$ cat src/rtl/lsu_ctrl.sv
// Load/store unit: one access in flight on a req/gnt/rvalid data port, with byte/half/word
// lane formatting and register-file writeback. Optional watchdog: define LSU_TIMEOUT_EN.
module lsu_ctrl #(
  parameter int ADDR_W         = 32,
  parameter int TIMEOUT_CYCLES = 64
) (
  input  logic              clk_i,
  input  logic              rst_ni,
  input  logic              lsu_req_i,
  input  logic              lsu_we_i,
  input  logic [1:0]        lsu_type_i,
  input  logic              lsu_sign_ext_i,
  input  logic [ADDR_W-1:0] lsu_addr_i,
  input  logic [31:0]       lsu_wdata_i,
  input  logic [4:0]        lsu_rd_i,
  output logic              lsu_ready_o,
  output logic              lsu_done_o,
  output logic              lsu_err_o,
  output logic              data_req_o,
  input  logic              data_gnt_i,
  input  logic              data_rvalid_i,
  input  logic              data_err_i,
  output logic [ADDR_W-1:0] data_addr_o,
  output logic              data_we_o,
  output logic [3:0]        data_be_o,
  output logic [31:0]       data_wdata_o,
  input  logic [31:0]       data_rdata_i,
  output logic              rf_we_o,
  output logic [4:0]        rf_waddr_o,
  output logic [31:0]       rf_wdata_o,
  output logic [1:0]        dbg_state_o
);

  // Handshake: issue transfers when lsu_req_i && lsu_ready_o at a rising edge; the memory
  // request is held with stable attributes until data_gnt_i is sampled high, and exactly one
  // data_rvalid_i per granted request is consumed in WAIT_RVALID.
  typedef enum logic [1:0] {
    IDLE        = 2'd0,
    WAIT_GNT    = 2'd1,
    WAIT_RVALID = 2'd2
  } state_t;

  state_t      state;
  logic        we_q;
  logic [1:0]  type_q;
  logic        sext_q;
  logic [4:0]  rd_q;
  logic [1:0]  off_q;

  logic        acc_err;
  logic [3:0]  be_next;
  logic [31:0] wdata_next;
  logic [31:0] rshift;
  logic [31:0] rf_next;
  logic        tmo_hit;

  assign dbg_state_o = state;
  assign lsu_ready_o = (state == IDLE);

  // Alignment check and lane placement for the request being offered.
  always_comb begin
    acc_err = 1'b0;
    be_next = 4'b1111;
    case (lsu_type_i)
      2'b00: begin
        be_next = 4'b1111;
        acc_err = (lsu_addr_i[1:0] != 2'b00);
      end
      2'b01: begin
        be_next = 4'b0011 << lsu_addr_i[1:0];
        acc_err = lsu_addr_i[0];
      end
      2'b10: begin
        be_next = 4'b0001 << lsu_addr_i[1:0];
        acc_err = 1'b0;
      end
      default: begin
        be_next = 4'b0000;
        acc_err = 1'b1;
      end
    endcase
  end

  assign wdata_next = lsu_wdata_i << {lsu_addr_i[1:0], 3'b000};

  // Load data is shifted down to bit 0 before truncation and extension.
  assign rshift = data_rdata_i >> {off_q, 3'b000};

  always_comb begin
    rf_next = rshift;
    case (type_q)
      2'b10:   rf_next = sext_q ? {{24{rshift[7]}}, rshift[7:0]} : {24'h0, rshift[7:0]};
      2'b01:   rf_next = sext_q ? {{16{rshift[15]}}, rshift[15:0]} : {16'h0, rshift[15:0]};
      default: rf_next = rshift;
    endcase
  end

`ifdef LSU_TIMEOUT_EN
  localparam int TMO_W = $clog2(TIMEOUT_CYCLES + 1);
  logic [TMO_W-1:0] tmo_cnt;

  // Held at zero in IDLE, so it starts from zero on every entry to WAIT_GNT.
  always_ff @(posedge clk_i) begin
    if (!rst_ni) begin
      tmo_cnt <= '0;
    end else if (state == IDLE) begin
      tmo_cnt <= '0;
    end else begin
      tmo_cnt <= tmo_cnt + 1'b1;
    end
  end

  assign tmo_hit = (state != IDLE) && (tmo_cnt == TMO_W'(TIMEOUT_CYCLES - 1));
`else
  logic unused_tmo;
  assign unused_tmo = (TIMEOUT_CYCLES == 0);
  assign tmo_hit    = 1'b0;
`endif

  always_ff @(posedge clk_i) begin
    if (!rst_ni) begin
      state        <= IDLE;
      we_q         <= 1'b0;
      type_q       <= 2'b00;
      sext_q       <= 1'b0;
      rd_q         <= 5'd0;
      off_q        <= 2'b00;
      lsu_done_o   <= 1'b0;
      lsu_err_o    <= 1'b0;
      data_req_o   <= 1'b0;
      data_addr_o  <= '0;
      data_we_o    <= 1'b0;
      data_be_o    <= 4'b0000;
      data_wdata_o <= 32'h0;
      rf_we_o      <= 1'b0;
      rf_waddr_o   <= 5'd0;
      rf_wdata_o   <= 32'h0;
    end else begin
      lsu_done_o <= 1'b0;
      lsu_err_o  <= 1'b0;
      rf_we_o    <= 1'b0;
      case (state)
        IDLE: begin
          if (lsu_req_i) begin
            we_q   <= lsu_we_i;
            type_q <= lsu_type_i;
            sext_q <= lsu_sign_ext_i;
            rd_q   <= lsu_rd_i;
            off_q  <= lsu_addr_i[1:0];
            if (acc_err) begin
              lsu_done_o <= 1'b1;
              lsu_err_o  <= 1'b1;
            end else begin
              state        <= WAIT_GNT;
              data_req_o   <= 1'b1;
              data_addr_o  <= {lsu_addr_i[ADDR_W-1:2], 2'b00};
              data_we_o    <= lsu_we_i;
              data_be_o    <= be_next;
              data_wdata_o <= wdata_next;
            end
          end
        end
        WAIT_GNT: begin
          if (data_gnt_i) begin
            data_req_o <= 1'b0;
            state      <= WAIT_RVALID;
          end else if (tmo_hit) begin
            data_req_o <= 1'b0;
            state      <= IDLE;
            lsu_done_o <= 1'b1;
            lsu_err_o  <= 1'b1;
          end
        end
        WAIT_RVALID: begin
          if (data_rvalid_i) begin
            state      <= IDLE;
            lsu_done_o <= 1'b1;
            lsu_err_o  <= data_err_i;
            // rd 0 is hardwired zero in the register file, so it never gets a write.
            if (!data_err_i && !we_q && (rd_q != 5'd0)) begin
              rf_we_o    <= 1'b1;
              rf_waddr_o <= rd_q;
              rf_wdata_o <= rf_next;
            end
          end else if (tmo_hit) begin
            state      <= IDLE;
            lsu_done_o <= 1'b1;
            lsu_err_o  <= 1'b1;
          end
        end
        default: begin
          state      <= IDLE;
          data_req_o <= 1'b0;
        end
      endcase
    end
  end

endmodule

$ cat config.mk
export PLATFORM = sky130hd
export DESIGN_NAME = lsu_ctrl
export DESIGN_NICKNAME = d
export VERILOG_FILES = /design/src/rtl/lsu_ctrl.sv
export SDC_FILE = /design/constraint.sdc
export NUM_CORES = 1
export LEC_CHECK = 0
export CORE_MARGIN = 5
export CORE_UTILIZATION = 39
export DETAILED_ROUTE_END_ITERATION = 7
export PLACE_DENSITY_LB_ADDON = 0.08
export SYNTH_ARGS = -nofsm -noshare
export SYNTH_HDL_FRONTEND = slang
export SYNTH_SLANG_ARGS = --single-unit
$ cat constraint.sdc
create_clock -name clk_i -period 1.6 [get_ports clk_i]
set_input_delay 0.32 -clock clk_i [delete_from_list [all_inputs] [get_ports clk_i]]
set_output_delay 0.32 -clock clk_i [all_outputs]
set_load 0.05 [all_outputs]
==> impl_metrics.ini, run 1 <==
[setup_path]
worst-r2r-cell-count = 5
worstPathMaxFanout = 8
path_class = flop to flop
r2r_slack_ps = 3
required_ps = 1880
start_kind = flop
critical_path_arrival_ps = 1880
r2r-start = off_q[1]
regToRegEndpoint = rf_wdata_o[24]
critical_path.endpoint_type = flop

[yosys]
synth_cell_type_count = 43
synth_top_area_share_pct = 43.6
yosysSeqAreaShare_pct = 43.6
synth-edff-count = 0
synthTopCellsByArea = dfxtp_1 44%, nand2_1 9.7%, a21oi_1 9.0%
netlist_instances = 639
ys.warnings.count = 0
async_reset_ff_share_pct = 0
ys_ff_latch = 121
synthesis.area_mm2 = 0.00556
synth_most_common_cell = nand2_1
syn_area_per_cell_um2 = 8.69
yosys.area.top_type = dfxtp_1
synth_top_cells_by_count = 143 x nand2_1, 121 x dfxtp_1, 100 x a21oi_1, 28 x clkbuf_1, 28 x nand3_1
synthFlopType = dfxtp_1

[sta]
fin_hold_ws_ps = 282
setup_violations = 0
hold_viol = 0
slew_headroom_pct = 59.3
finalCritPeriodShare_pct = 99.8
worst_slew_pin_slew_ps = 611
fmax_mhz = 626
worst_slack_ps = 2.58
timing.final.max_slew_violations = 0
min_period_ps = 1600
rsz0062_at_grt = yes
skew_ps = 5.10

[die]
die_height_um = 129
rows = 43
start_util_pct = 39.9
die_w_um = 129
die_area_mm2 = 0.0167
core-area_mm2 = 0.0139
io_pins = 224

[global_route]
grtUsageTotal_pct = 22.2
grt_max_degree = 49
grt.overflow.total = 0
grt_pass1_vias = 5862
antenna_found_initial = 2
grt_pass1_wl_um = 29500

[clock_tree]
cts_sinks = 121
clk_latency_ps = 410
root_buffer = clkbuf_16
h-tree-depth = 4
clockBufferDepth = 2
cts_hold_repair.buffers = 0
cts_tree = done
cts_buffers = 17
clk_pin_slew_worst_paths_ps = 50

[cells_and_area]
drive_above_1_share_pct = 34.1
nFillCells = 1113
areaGrowthSynthToFinish_pct = 69.0
nNetsFinal = 1019

[job]
maxCapViolCount = 0

[place]
port-buffer-count = 221
gp_congestion = 0.837
preCtsSetupSlack_ps = -844
dpl.hpwl_um = 13600

[drt]
drc_errors = 0
antenna_left = 0
first_pass_iters = 6
wire_per_inst_um = 17.5
viasPerCell = 5.26
wl_um = 19200
initialDrtViolationCount = 279
num_vias = 5760

[pwr]
p_per_area_mw_per_mm2 = 989
leakage_nw = 3.74
vdd_drop_max_uv = 661

[min_path]
hp-class = input port to flop
hold-path-cell-count = 3
hold_end = lsu_done_o
hp-start = data_rvalid_i

[status]
status = complete, no violations
worst max-delay path, stage by stage, from the launching register on:
cell and delay [ps]:
dfxtp_2 340, mux4_2 540, nand3_2 100, and3_4 230, clkbuf_16 170, a311oi_2 80
cell families after synthesis:
logic type               Yosys count  synth area share [%]
AND/OR/NAND/NOR                  228                  17.7
multiplexers                      48                  11.0
buffers and inverters             64                  5.86
other                              1                0.0675
flip-flops                       121                  43.6
AO/OA/AOI/OAI                    171                  20.5
adder cells (fa/ha/maj)            6                  1.35
power breakdown:
group	internal (mW)	switching, mW
sequential	3.16	0.104
clock	2.34	1.44
combinational	0.998	1.25
total	6.49	2.79
layout make-up:
cell class / instances / area, µm² / area share (%)
multi-input cells: 457 / 3070 / 32.7
repair buffers: 298 / 3040 / 32.4
flip-flops and latches: 121 / 2430 / 25.9
clock buffers: 18 / 439 / 4.68
well taps: 180 / 225 / 2.40
clock inverters: 14 / 150 / 1.60
inverters: 7 / 27.5 / 0.293
diodes: 1 / 2.50 / 0.0267
timing repair:
action / in CTS / in global routing
buffers inserted: 7 / 5
pin swaps: 5 / 8
setup endpoints to repair: 95 / 91
gates resized for setup: 29 / 30
gates cloned: 3 / 3
cell usage in the layout, fill, tap and decap left out, types with 13 or more instances in the layout:
cell,synthesis,final
buf_4,6,144
nand2_1,143,142
dfxtp_1,121,116
clkdlybuf4s50_1,0,105
a21oi_1,100,100
buf_12,0,34
nand3_1,28,26
nor2_1,27,25
mux2_2,24,24
clkbuf_16,0,20
mux2i_1,16,16
a311oi_2,11,16
nor3_1,14,13
flip-flops by register name, summed over array words and instances (netlist names):
name,flops
rd_q,5
data_we_o,1
rf_wdata_o,32
dbg_state_o,2
lsu_err_o,1
rf_waddr_o,5
sext_q,1
we_q,1
lsu_done_o,1
off_q,2
data_req_o,1
type_q,2
rf_we_o,1
data_addr_o,30
data_be_o,4
data_wdata_o,32
per-stage QoR:
stage / power [mW] / std cells / instance area, µm² / TNS, ps / util, %
final: 9.29 / 1096 / 9390 / 0 / 67.4
after global routing: 9.65 / 1096 / 9390 / -353 / 67.4
after CTS: 9.28 / 1088 / 9130 / 0 / 65.5
after detailed placement: 5.39 / 1046 / 8310 / -69180 / 59.6
after global placement: 5.36 / 1046 / 8310 / -62010 / 59.6
after floorplan: 4.47 / 640 / 5590 / -175 / -
per-layer routing:
metal | up-vias | part of all wire, % | GRT usage [%]
met5 | - | 0.068 | 0
met4 | 2 | 3.2 | 10.3
met3 | 37 | 7.9 | 6.39
met2 | 229 | 50 | 38.0
met1 | 2696 | 39 | 25.7
li1 | 2796 | - | -
worst max-delay path by stage:
stage | start | end | slack, ps | cells after the start
after CTS | off_q[1] | rf_wdata_o[11] | 10 | 5
after global placement | lsu_type_i[0] | data_wdata_o[24] | -740 | 9
after floorplan | dbg_state_o[1] | rf_waddr_o[4] | -20 | 6
final | off_q[1] | rf_wdata_o[24] | 3 | 5
after global routing | off_q[1] | rf_wdata_o[24] | -30 | 5
after detailed placement | lsu_type_i[0] | data_wdata_o[25] | -840 | 8
(Power assumes the default switching activity.)
==> run 2: changes to the inputs <==
--- a/config.mk
+++ b/config.mk
@@ -8,7 +8,10 @@
 export CORE_MARGIN = 5
 export CORE_UTILIZATION = 39
 export DETAILED_ROUTE_END_ITERATION = 7
+export GPL_ROUTABILITY_DRIVEN = 0
 export PLACE_DENSITY_LB_ADDON = 0.08
+export SLEW_MARGIN = 5
 export SYNTH_ARGS = -nofsm -noshare
 export SYNTH_HDL_FRONTEND = slang
 export SYNTH_SLANG_ARGS = --single-unit
+export TNS_END_PERCENT = 30
==> run 2 against run 1 <==
  * Total power increased by 1.7%
  * Core utilization rose by 0.70 points
  * Routed wire length down 0.51%
  * Die area did not move
  * Fmax shrank 1.3%
  * First-iteration DRC count up 6.5%
  * Critical path type is now input port to flop
  * Sequential share of layout area is 0.23 points lower
  * Worst setup slack worse by 21 ps
  * The run now ends with setup timing left
  * Sequential power barely moved
  * Final area rose by 1.0%
  * Clock skew up 0.81 ps
  * Clock power up 3%
==> impl_metrics.ini, run 2 (synthesis gave the netlist of run 1 again) <==
[pwr]
seq_power_share_pct = 34.6
clkPwrFrac_pct = 41.0
swShare_pct = 29.0
leakage_nw = 3.74
p_per_area_mw_per_mm2 = 996
vdd_drop_max_uv = 680
p_int_mw = 6.70
switching_power_mw = 2.74
combPwrFrac_pct = 24.4

[setup_path]
cpPeakStageDelay_ps = 520
critical_path.endpoint_type = flop
path_class = input port to flop
critical_path_arrival_ps = 1900
crit_family = buffers and inverters
start_kind = input port
required_ps = 1880
worstPathMaxFanout = 8
cp.buffers_inverters = 2
crit_chain = clkdlybuf4s50_1 > mux4_2 > nand3_2 > and3_4 > clkbuf_16 > a311oi_2
cp_slowest_cell = mux4_2

[global_route]
grt_pass1_vias = 5740
antenna_found_initial = 1
grtUsageTotal_pct = 21.8
use_met1_pct = 25.8
use_met2_pct = 36.3
grt.overflow.total = 0
grt_pass1_wl_um = 28900
gr-usage-met3_pct = 6.35
grt_max_degree = 56
grt.busiest_layer = met2

[drt]
viasPerCell = 5.22
drc_errors = 0
num_vias = 5705
first_pass_iters = 5
wl_um = 19100
initialDrtViolationCount = 297
wire_per_inst_um = 17.5
antenna_left = 0

[job]
maxCapViolCount = 0

[sta]
hold_viol = 0
fmax_mhz = 618
rsz0062_at_grt = yes
finalCritPeriodShare_pct = 101
setup_violations = 8
worst_slack_ps = -18.0
setup_tns_ps = -43.2
skew_ps = 5.91
timing.final.max_slew_violations = 0
fin_hold_ws_ps = 280
min_period_ps = 1620

[die]
start_util_pct = 39.9
rows = 43
die_w_um = 129
die_height_um = 129
die_area_mm2 = 0.0167
core-area_mm2 = 0.0139
io_pins = 224

[place]
dpl.hpwl_um = 13600
dp.cells = 1044
port-buffer-count = 221

[cells_and_area]
layout.cells.non_filler = 1093
final_cell_mix = 142 x nand2_1, 136 x buf_4, 115 x dfxtp_1
final_common_cell = nand2_1
top_regs = data_wdata_o: 32 flops, rf_wdata_o: 32 flops, data_addr_o: 30 flops
areaGrowthSynthToFinish_pct = 70.7
drive_above_1_share_pct = 35.5
nNetsFinal = 1016

[clock_tree]
cts_sinks = 121
cts_buffers = 17
clk_pin_slew_worst_paths_ps = 50
h-tree-depth = 4
clk_latency_ps = 410
cts_hold_repair.buffers = 0
clockBufferDepth = 2
root_buffer = clkbuf_16
cts_tree = done

[min_path]
hp-class = input port to flop

[status]
status = complete, but fails checks
violations = setup timing
[run 2: cell types whose count changed in the layout (fill, tap and decap cells not counted), sizes merged]
cell,previous run,this run
buf,184,185
clkbuf,22,25
clkinv,10,7
o21ai,20,18
inv,6,5
clkdlybuf4s15,1,0
bufbuf,1,0
clkdlybuf4s50,105,106
dlygate4sd2,1,2
dlymetal6s2s,2,1
[run 2: per-stage QoR]
step	power (mW)	setup slack [ps]	area, µm²	utilization (%)
final	9.45	-18.0	9480	68.1
after global placement	5.38	-654	8320	59.7
after floorplan	4.47	-19.5	5590	-
after detailed placement	5.41	-725	8320	59.7
after global routing	9.81	-61.4	9480	68.1
after CTS	9.43	-10.5	9180	65.9
[run 2: routing by layer]
metal | vias to the layer above | wire length, µm
met4 | 0 | 595
met2 | 218 | 9430
li1 | 2777 | -
met5 | - | 0
met3 | 41 | 1400
met1 | 2669 | 7660
[run 2: what timing repair did]
action | in CTS | in global routing
resized for setup | 31 | 44
setup buffers | 6 | 6
pin swaps | 12 | 18
endpoints found under the setup margin | 93 | 80
cloned | 3 | 2
[run 2: worst register-to-register path: stages (launching register included)]
cell and delay (ps):
dfxtp_2 350, mux4_2 530, nand3_2 110, and3_4 240
clkbuf_16 170, a311oi_2 90
[run 2: path summary, 6_finish.rpt]
check | from | cells after the start | to | slack (ps)
max | data_rdata_i[31] | 6 | rf_wdata_o[26] | -20
min | data_rvalid_i | 3 | lsu_done_o | 280
max reg2reg | off_q[1] | 5 | rf_wdata_o[26] | -20
min reg2reg | data_addr_o[15] | 2 | data_addr_o[15] | 450
[run 2: cell type report]
class | count | area (µm²)
clock buffer | 22 | 495
sequential | 121 | 2440
clock inverter | 10 | 115
multi-input combinational | 455 | 3090
tap | 180 | 225
inverter | 7 | 27.5
antenna | 1 | 2.50
fill | 1067 | 4450
timing repair buffer | 297 | 3090
[run 2: power by group through the flow]
stage | Combinational (mW) | Clock [mW] | Sequential (mW)
floorplan | 0.751 | 0 | 3.72
global placement | 2.06 | 0 | 3.32
detailed placement | 2.08 | 0 | 3.33
CTS | 2.22 | 3.94 | 3.27
global route | 2.44 | 4.09 | 3.28
finish | 2.30 | 3.88 | 3.27
==> run 3: changes to the inputs <==
--- a/config.mk
+++ b/config.mk
@@ -5,10 +5,12 @@
 export SDC_FILE = /design/constraint.sdc
 export NUM_CORES = 1
 export LEC_CHECK = 0
+export CAP_MARGIN = 20
 export CORE_MARGIN = 5
 export CORE_UTILIZATION = 39
 export DETAILED_ROUTE_END_ITERATION = 7
 export GPL_ROUTABILITY_DRIVEN = 0
+export MAX_ROUTING_LAYER = met4
 export PLACE_DENSITY_LB_ADDON = 0.08
 export SLEW_MARGIN = 5
 export SYNTH_ARGS = -nofsm -noshare
==> run 3 against run 2 <==
  * The run still ends with setup timing left
  * Die area did not move
  * Critical path depth did not move
  * Combinational power about the same
  * Sequential cell count unchanged
  * Sequential share of layout area about the same
  * Final cell count unchanged
  * Worst hold slack got worse by 3.1 ps
  * First-iteration DRC count is 0.34% higher
  * Largest cell class is now non-clock buffers
==> impl_metrics.ini, run 3 (synthesis gave the netlist of run 1 again) <==
[sta]
skew_ps = 6.19
timing.final.max_slew_violations = 0
finalCritPeriodShare_pct = 101
worst_slack_ps = -17.4
hold_viol = 0
fmax_mhz = 618
rsz0062_at_grt = yes
setup_violations = 8
min_period_ps = 1620

[setup_path]
r2r-start = off_q[1]
cp.buffers_inverters = 2
crit_family = buffers and inverters
path_class = input port to flop
worst-r2r-cell-count = 5
required_ps = 1880
critical_path.endpoint_type = flop
cpPeakStageDelay_ps = 530
worstPathMaxFanout = 8
r2r_slack_ps = -10
regToRegEndpoint = rf_wdata_o[26]
critical_path_arrival_ps = 1900
start_kind = input port
crit_chain = clkdlybuf4s50_1 > mux4_2 > nand3_2 > and3_4 > clkbuf_16 > a311oi_2
cp_slowest_cell = mux4_2

[global_route]
grt_max_degree = 56
use_met2_pct = 36.3
grt_pass1_vias = 5749
use_met1_pct = 26.2
antenna_found_initial = 1
grt.busiest_layer = met2
grtUsageTotal_pct = 22.4
gr-usage-met3_pct = 5.40
grt_pass1_wl_um = 28900
grt.overflow.total = 0

[min_path]
hold_end = lsu_done_o
hp-class = input port to flop
hold-path-cell-count = 3
hp-start = data_rvalid_i

[die]
die_area_mm2 = 0.0167
die_height_um = 129
io_pins = 224
core-area_mm2 = 0.0139
start_util_pct = 39.9
rows = 43
die_w_um = 129

[clock_tree]
clk_latency_ps = 410
cts_sinks = 121
cts_buffers = 17
h-tree-depth = 4
cts_hold_repair.buffers = 0
clk_pin_slew_worst_paths_ps = 50
clockBufferDepth = 2
cts_tree = done
root_buffer = clkbuf_16

[cells_and_area]
nNetsFinal = 1016
drive_above_1_share_pct = 34.9
top_regs = data_wdata_o: 32 flops, rf_wdata_o: 32 flops, data_addr_o: 30 flops
postLayoutCoreUtil_pct = 67.9
final_cell_mix = 142 x nand2_1, 135 x buf_4, 117 x dfxtp_1
areaGrowthSynthToFinish_pct = 70.3
final_common_cell = nand2_1
layout.cells.non_filler = 1093

[pwr]
p_per_area_mw_per_mm2 = 998
leakage_nw = 3.73
p_int_mw = 6.70
swShare_pct = 29.1
seq_power_share_pct = 34.6
clkPwrFrac_pct = 41.1
combPwrFrac_pct = 24.3
switching_power_mw = 2.74
vdd_drop_max_uv = 681

[place]
port-buffer-count = 221
dp.cells = 1044
dpl.hpwl_um = 13600
preCtsSetupSlack_ps = -725

[drt]
initialDrtViolationCount = 298
first_pass_iters = 4
viasPerCell = 5.22
wl_um = 19000
wire_per_inst_um = 17.4
drc_errors = 0
num_vias = 5705
antenna_left = 0

[status]
violations = setup timing
status = complete, but fails checks

[job]
maxCapViolCount = 0
run 3: cell types whose count changed in the layout (fill, tap and decap cells not counted):
| cell | before | now |
|---|---|---|
| dfxtp_1 | 115 | 117 |
| o21ai_2 | 1 | 0 |
| nor2b_4 | 2 | 1 |
| buf_4 | 136 | 135 |
| dfxtp_2 | 3 | 1 |
| o21ai_1 | 9 | 10 |
| nand3_1 | 25 | 27 |
| inv_1 | 2 | 3 |
| inv_2 | 3 | 2 |
| nand3_2 | 2 | 1 |
| buf_6 | 8 | 9 |
| nor2b_2 | 1 | 2 |
| nand3_4 | 1 | 0 |
run 3: what timing repair did:
| action | CTS | global route |
|---|---|---|
| pin swaps | 12 | 20 |
| resized for setup | 31 | 37 |
| endpoints found under the setup margin | 93 | 81 |
| setup buffers | 6 | 6 |
| cloned | 3 | 2 |
run 3: how the worst max path moves through the flow:
stage,start,to,slack [ps],depth (start not counted)
finish,data_rdata_i[31],rf_wdata_o[26],-20,6
global route,type_q[0],rf_wdata_o[31],-60,7
CTS,off_q[1],rf_wdata_o[8],-10,5
detailed placement,lsu_type_i[0],data_wdata_o[23],-720,9
global placement,lsu_type_i[0],data_wdata_o[23],-650,9
floorplan,dbg_state_o[1],rf_waddr_o[4],-20,6
run 3: power groups by stage:
stage / sequential (mW) / combinational, mW / clock [mW]
2_1_floorplan: 3.72 / 0.751 / 0
3_3_place_gp: 3.32 / 2.06 / 0
3_5_place_dp: 3.33 / 2.08 / 0
4_1_cts: 3.27 / 2.22 / 3.94
5_1_grt: 3.28 / 2.43 / 4.08
6_report: 3.27 / 2.29 / 3.89
run 3: area by class of cell:
| type | count | area (µm²) |
|---|---|---|
| Fill cell | 1079 | 4480 |
| Sequential cell | 121 | 2430 |
| Clock buffer | 22 | 495 |
| Clock inverter | 10 | 115 |
| Timing Repair Buffer | 297 | 3090 |
| Inverter | 7 | 27.5 |
| Antenna cell | 1 | 2.50 |
| Tap cell | 180 | 225 |
| Multi-Input combinational cell | 455 | 3060 |
run 3: worst min-delay path, cell delays in order:
cell            delay [ps]
dlymetal6s2s_1         160
nand2_4                100
a21oi_1                 60
run 3: stage by stage:
step	area (µm²)	TNS, ps	power [mW]	hold WS (ps)
floorplan	5590	-334	4.47	432
global placement	8320	-54860	5.38	442
detailed placement	8320	-61330	5.41	447
CTS	9180	-25.5	9.43	389
global route	9460	-876	9.79	283
finish	9460	-55.1	9.44	277
run 3: layer usage:
| layer | up-vias | routed length [µm] |
|---|---|---|
| met5 | - | 0 |
| met4 | 0 | 512 |
| met3 | 37 | 1310 |
| met2 | 226 | 9550 |
| met1 | 2666 | 7630 |
| li1 | 2776 | - |
